**config.mk**
```make
export PLATFORM = sky130hd
export DESIGN_NAME = ccff_bitstream_loader
export DESIGN_NICKNAME = d
export VERILOG_FILES = /design/src/rtl/ccff_bitstream_loader.sv
export SDC_FILE = /design/constraint.sdc
export NUM_CORES = 1
export LEC_CHECK = 0
export ABC_AREA = 0
export ABC_CLOCK_PERIOD_IN_PS = 2100
export BUFFER_PORTS_ARGS = -buffer_cell sky130_fd_sc_hd__buf_4
export CAP_MARGIN = 10
export CORE_ASPECT_RATIO = 1.2
export CORE_MARGIN = 2
export CORE_UTILIZATION = 54
export DETAILED_ROUTE_END_ITERATION = 16
export GPL_TIMING_DRIVEN = 0
export PLACE_DENSITY_LB_ADDON = 0.12
export REMOVE_ABC_BUFFERS = 1
export SLEW_MARGIN = 20
export SYNTH_ARGS = -nofsm -noshare
export SYNTH_HDL_FRONTEND = slang
export SYNTH_SLANG_ARGS = --single-unit
```
**constraint.sdc**
```tcl
create_clock -name prog_clk -period 2.1 [get_ports prog_clk]
set_input_delay 0.42 -clock prog_clk [delete_from_list [all_inputs] [get_ports prog_clk]]
set_output_delay 0.42 -clock prog_clk [all_outputs]
set_load 0.01 [all_outputs]
```
**src/rtl/ccff_bitstream_loader.sv**
```systemverilog
// Configuration-chain initiator: serialises bitstream words LSB first onto
// ccff_head under a gated prog_clk enable, then checks the chain tail.
module ccff_bitstream_loader #(
    parameter int WORD_WIDTH   = 8,
    parameter int CHAIN_LENGTH = 20,
    parameter int CNT_W        = $clog2(CHAIN_LENGTH + 1)
) (
    input  logic                  prog_clk,
    input  logic                  pReset,
    input  logic                  start,
    input  logic [WORD_WIDTH-1:0] bs_data,
    input  logic                  bs_valid,
    output logic                  bs_ready,
    output logic                  ccff_head,
    input  logic                  ccff_tail,
    output logic                  prog_clk_en,
    output logic                  busy,
    output logic                  done,
    output logic                  error
);

    localparam int WB_W = $clog2(WORD_WIDTH + 1);

    typedef enum logic [2:0] {
        IDLE,
        FETCH,
        SHIFT,
        CHECK,
        DONE
    } state_t;

    state_t                state_q, state_d;
    logic [WORD_WIDTH-1:0] shreg_q, shreg_d;
    logic [WB_W-1:0]       word_bit_q, word_bit_d;
    logic [CNT_W-1:0]      bit_cnt_q, bit_cnt_d;
    logic                  first_bit_q, first_bit_d;
    logic                  bs_ready_q, bs_ready_d;
    logic                  ccff_head_q, ccff_head_d;
    logic                  prog_clk_en_q, prog_clk_en_d;
    logic                  busy_q, busy_d;
    logic                  done_q, done_d;
    logic                  error_q, error_d;

    always_comb begin
        state_d     = state_q;
        shreg_d     = shreg_q;
        word_bit_d  = word_bit_q;
        bit_cnt_d   = bit_cnt_q;
        first_bit_d = first_bit_q;
        done_d      = done_q;
        error_d     = error_q;

        unique case (state_q)
            IDLE, DONE: begin
                if (start) begin
                    state_d   = FETCH;
                    bit_cnt_d = '0;
                    done_d    = 1'b0;
                    error_d   = 1'b0;
                end
            end
            FETCH: begin
                if (bs_valid && bs_ready_q) begin
                    shreg_d    = bs_data;
                    word_bit_d = '0;
                    state_d    = SHIFT;
                end
            end
            SHIFT: begin
                if (bit_cnt_q == '0) begin
                    first_bit_d = shreg_q[0];
                end
                shreg_d    = shreg_q >> 1;
                word_bit_d = word_bit_q + WB_W'(1);
                bit_cnt_d  = bit_cnt_q + CNT_W'(1);
                // Chain length wins over word boundary: trailing bits are dropped
                if (bit_cnt_d == CNT_W'(CHAIN_LENGTH)) begin
                    state_d = CHECK;
                end else if (word_bit_d == WB_W'(WORD_WIDTH)) begin
                    state_d = FETCH;
                end
            end
            CHECK: begin
                error_d = (ccff_tail != first_bit_q);
                done_d  = 1'b1;
                state_d = DONE;
            end
            default: begin
                state_d = IDLE;
            end
        endcase

        // Outputs registered from the state being entered
        bs_ready_d    = (state_d == FETCH);
        prog_clk_en_d = (state_d == SHIFT);
        ccff_head_d   = prog_clk_en_d & shreg_d[0];
        busy_d        = (state_d == FETCH) || (state_d == SHIFT)
                     || (state_d == CHECK);
    end

    always_ff @(posedge prog_clk) begin
        if (pReset) begin
            state_q       <= IDLE;
            shreg_q       <= '0;
            word_bit_q    <= '0;
            bit_cnt_q     <= '0;
            first_bit_q   <= 1'b0;
            bs_ready_q    <= 1'b0;
            ccff_head_q   <= 1'b0;
            prog_clk_en_q <= 1'b0;
            busy_q        <= 1'b0;
            done_q        <= 1'b0;
            error_q       <= 1'b0;
        end else begin
            state_q       <= state_d;
            shreg_q       <= shreg_d;
            word_bit_q    <= word_bit_d;
            bit_cnt_q     <= bit_cnt_d;
            first_bit_q   <= first_bit_d;
            bs_ready_q    <= bs_ready_d;
            ccff_head_q   <= ccff_head_d;
            prog_clk_en_q <= prog_clk_en_d;
            busy_q        <= busy_d;
            done_q        <= done_d;
            error_q       <= error_d;
        end
    end

    assign bs_ready    = bs_ready_q;
    assign ccff_head   = ccff_head_q;
    assign prog_clk_en = prog_clk_en_q;
    assign busy        = busy_q;
    assign done        = done_q;
    assign error       = error_q;

endmodule
```
==> run_results.csv <==
group,metric,value,unit
critical_path,worst_path_dominant_cell_family,"compound AO/OA/AOI/OAI gates",
synthesis,yosysMostFrequentCell,"dfxtp_1",
synthesis,synth_commonest_cells,"dfxtp_1, nand2_1, a21oi_1",
synthesis,synth_fa_ha_area_frac,0.0308,
critical_path,regToRegEndpoint,"ccff_head",
critical_path,worstPathRequired,2.36,ns
min_path,min_to,"shreg_q[7]",
timing,setup_viol,0,
power_and_ir_drop,power_per_cell_area,608,nW/um^2
synthesis,muxShareOfSynthArea,0.0267,
cts,htreeDepth,1,
critical_path,path_depth,4,
detailed_routing,ant_nets,0,
die,die_w,47.4,um
cts,clock-sinks,27,
critical_path,slowest_delay,0.53,ns
min_path,min-delay-path-class,"in2reg",
finish,nets,169,
critical_path,reg2reg_from,"state_q[0]",
synthesis,synth_top_area_share,0.443,
place,place_inst,178,
global_route,top_usage_layer,"met2",
die,start_util,0.582,
critical_path,timing.critical_path.buf_inv,0,
detailed_routing,firstDrtPassIters,4,
detailed_routing,routedWlPerCell,12.6,um
power_and_ir_drop,p_leak,0.534,nW
critical_path,crit_slowest_cell,"o31a_1",
global_route,grt.overflow.total,0,
synthesis,seq_area_frac_synth,0.443,
global_route,grt_max_degree,28,
synthesis,ys_warn_count,0,
detailed_routing,wl,2300,um
synthesis,synthCells,138,
synthesis,synth_top_cell_by_area,"dfxtp_1",
critical_path,setup.worst_path.start_class,"flop",
cts,clock_path_buffers,2,
synthesis,synth-compound-area-share,0.206,
detailed_routing,drtIter0Drc,15,
cts,cts.clk_slew.worst_paths,0.15,ns
min_path,hold_path_startpoint,"bs_data[7]",
synthesis,yosys.area_share.simple,0.243,
global_route,grt_use_met1,0.274,
timing,skew,0.00145,ns
power_and_ir_drop,total_power,0.843,mW
die,core_area,2090,um^2
die,rows,18,
timing,final_max_slew_viol_count,0,
place,gp_congestion,0.764,
critical_path,arrival,2.10,ns
synthesis,synth_top_family_by_area,"simple AND/OR/NAND/NOR gates",
timing,post-route-period-util,0.878,
cts,tritoncts,"built",
finish,area_delta_synth_final,13.6,%
place,port_buffers,18,
die,die_y,56.1,um
synthesis,async_flop_share,0,
synthesis,netlist_top_cells_area,"dfxtp_1, a21oi_1, nand2_1",
timing,period_minus_slack,1.84,ns
synthesis,synthFlopType,"dfxtp_1",
timing,max_slew.worst_pin.slew,0.770,ns
synthesis,synth_xor_area_frac,0.00718,
critical_path,worst_setup_path_end_kind,"flop",
synthesis,synth-edff-count,0,
timing,maxSlewHeadroom,0.484,
global_route,antenna_found_initial,0,
synthesis,synth_cell_types,42,
critical_path,reg2reg_slack,0.26,ns
global_route,grt_util_met3,0.0325,
power_and_ir_drop,ir_worst_vdd,425,uV
global_route,grt_pass1_wl,3800,um
synthesis,synth.avg_cell_area,8.84,um^2
cts,clock_latency,0.32,ns
cts,cts_made_buffers,3,
finish,drive_above_1_share,0.211,
detailed_routing,via_count,1017,
timing,hold_viol,0,
critical_path,worstSetupPathType,"reg2reg",
cts,cts-root-buf,"clkbuf_4",
detailed_routing,drcViolationCount,0,
critical_path,rr_worst_depth,4,
synthesis,syn_area,1220,um^2
critical_path,cp_max_fo,12,
synthesis,ys_ff_latch,27,
cts,cts_hold_buf,0,
place,hpwlAfterDp,1530,um
global_route,grt_pass1_vias,879,
status,outcome,"complete, no violations",
min_path,min_path_cells,3,
global_route,grt_util_all_layers,0.190,
timing,fmax,542,MHz
finish,n_antenna_cell,0,
die,boundaryPins,19,
finish,instances_no_fill,182,
job,maxCapViolCount,0,
die,die_area,2660,um^2
critical_path,crit_start,"state_q[0]",
critical_path,critical_path.cell_chain,"or3b_1 > o31a_1 > nand2_1 > a211oi_1",
detailed_routing,via_per_inst,5.59,
timing,rsz0062_at_grt,"false",
global_route,met2_usage,0.278,
-- routing by layer --
metal,vias to the layer above,wire [um]
li1,525,-
met4,0,26
met3,4,81
met5,-,0
met1,467,1120
met2,21,1070
-- sequential cells by signal (all words and copies together), names as in the netlist --
register	flops
shreg_q	8
ccff_head	1
word_bit_q	4
done	1
error	1
first_bit_q	1
prog_clk_en	1
busy	1
state_q	3
bs_ready	1
bit_cnt_q	5
-- tightest hold or removal path: cells and delay by family --
family / cells / cell delay (ns)
AO/OA/AOI/OAI: 1 / 0.05
AND/OR/NAND/NOR: 1 / 0.04
buffers and inverters: 1 / 0.11
-- cells in the final DEF (no fill, tap or decap), types with 3 or more instances in the layout --
cell type   n
a21oi_1    17
ha_1        3
nor2_1     12
a22oi_1     8
dfxtp_1    27
clkbuf_4    3
nand3_1     4
buf_4      18
nand2_1    19
o21ai_0     3
nor3_1      3
-- power breakdown --
part	switching [mW]	internal, mW	total (mW)
logic	0.0426	0.0388	0.0815
clock network	0.157	0.0715	0.229
registers	0.00917	0.524	0.533
-- how the worst max path moves through the flow --
stage	to	slack (ns)
after floorplan	ccff_head	0.38
after global placement	ccff_head	-0.08
after detailed placement	bit_cnt_q[3]	0.12
after CTS	bit_cnt_q[3]	0.09
final	ccff_head	0.26
after global routing	ccff_head	0.15
-- through the flow --
step	setup slack (ns)	hold slack (ns)	util	setup TNS [ns]	cell area (um^2)
floorplan	0.380	0.431	-	0	1170
global placement	-0.0810	0.442	0.643	-0.0810	1350
detailed placement	0.121	0.448	0.646	0	1350
CTS	0.0906	0.322	0.659	0	1380
global route	0.152	0.335	0.662	0	1390
finish	0.256	0.322	0.662	0	1390
-- cell families (layout without fill, tap and decap cells) --
group / count (synthesis) / count (layout)
adders and majority gates: 3 / 3
xor gates and xnor gates: 1 / 1
buffers and inverters: 10 / 24
muxes: 3 / 3
and+or+nand+nor: 56 / 56
DFF: 27 / 27
AOI/OAI and AO/OA: 38 / 38
-- final cells by class --
| type | instances | area (um^2) |
|---|---|---|
| Fill cell | 194 | 708 |
| Multi-Input combinational cell | 101 | 638 |
| Sequential cell | 27 | 541 |
| Timing Repair Buffer | 18 | 135 |
| Tap cell | 30 | 37.5 |
| Clock buffer | 3 | 22.5 |
| Inverter | 2 | 7.51 |
| Clock inverter | 1 | 5.00 |
-- what timing repair did --
action | in CTS | in global routing
setup endpoints to repair | 0 | 2
resized for setup | 0 | 1
buffers inserted | 0 | 0
(Power assumes the default switching activity.)
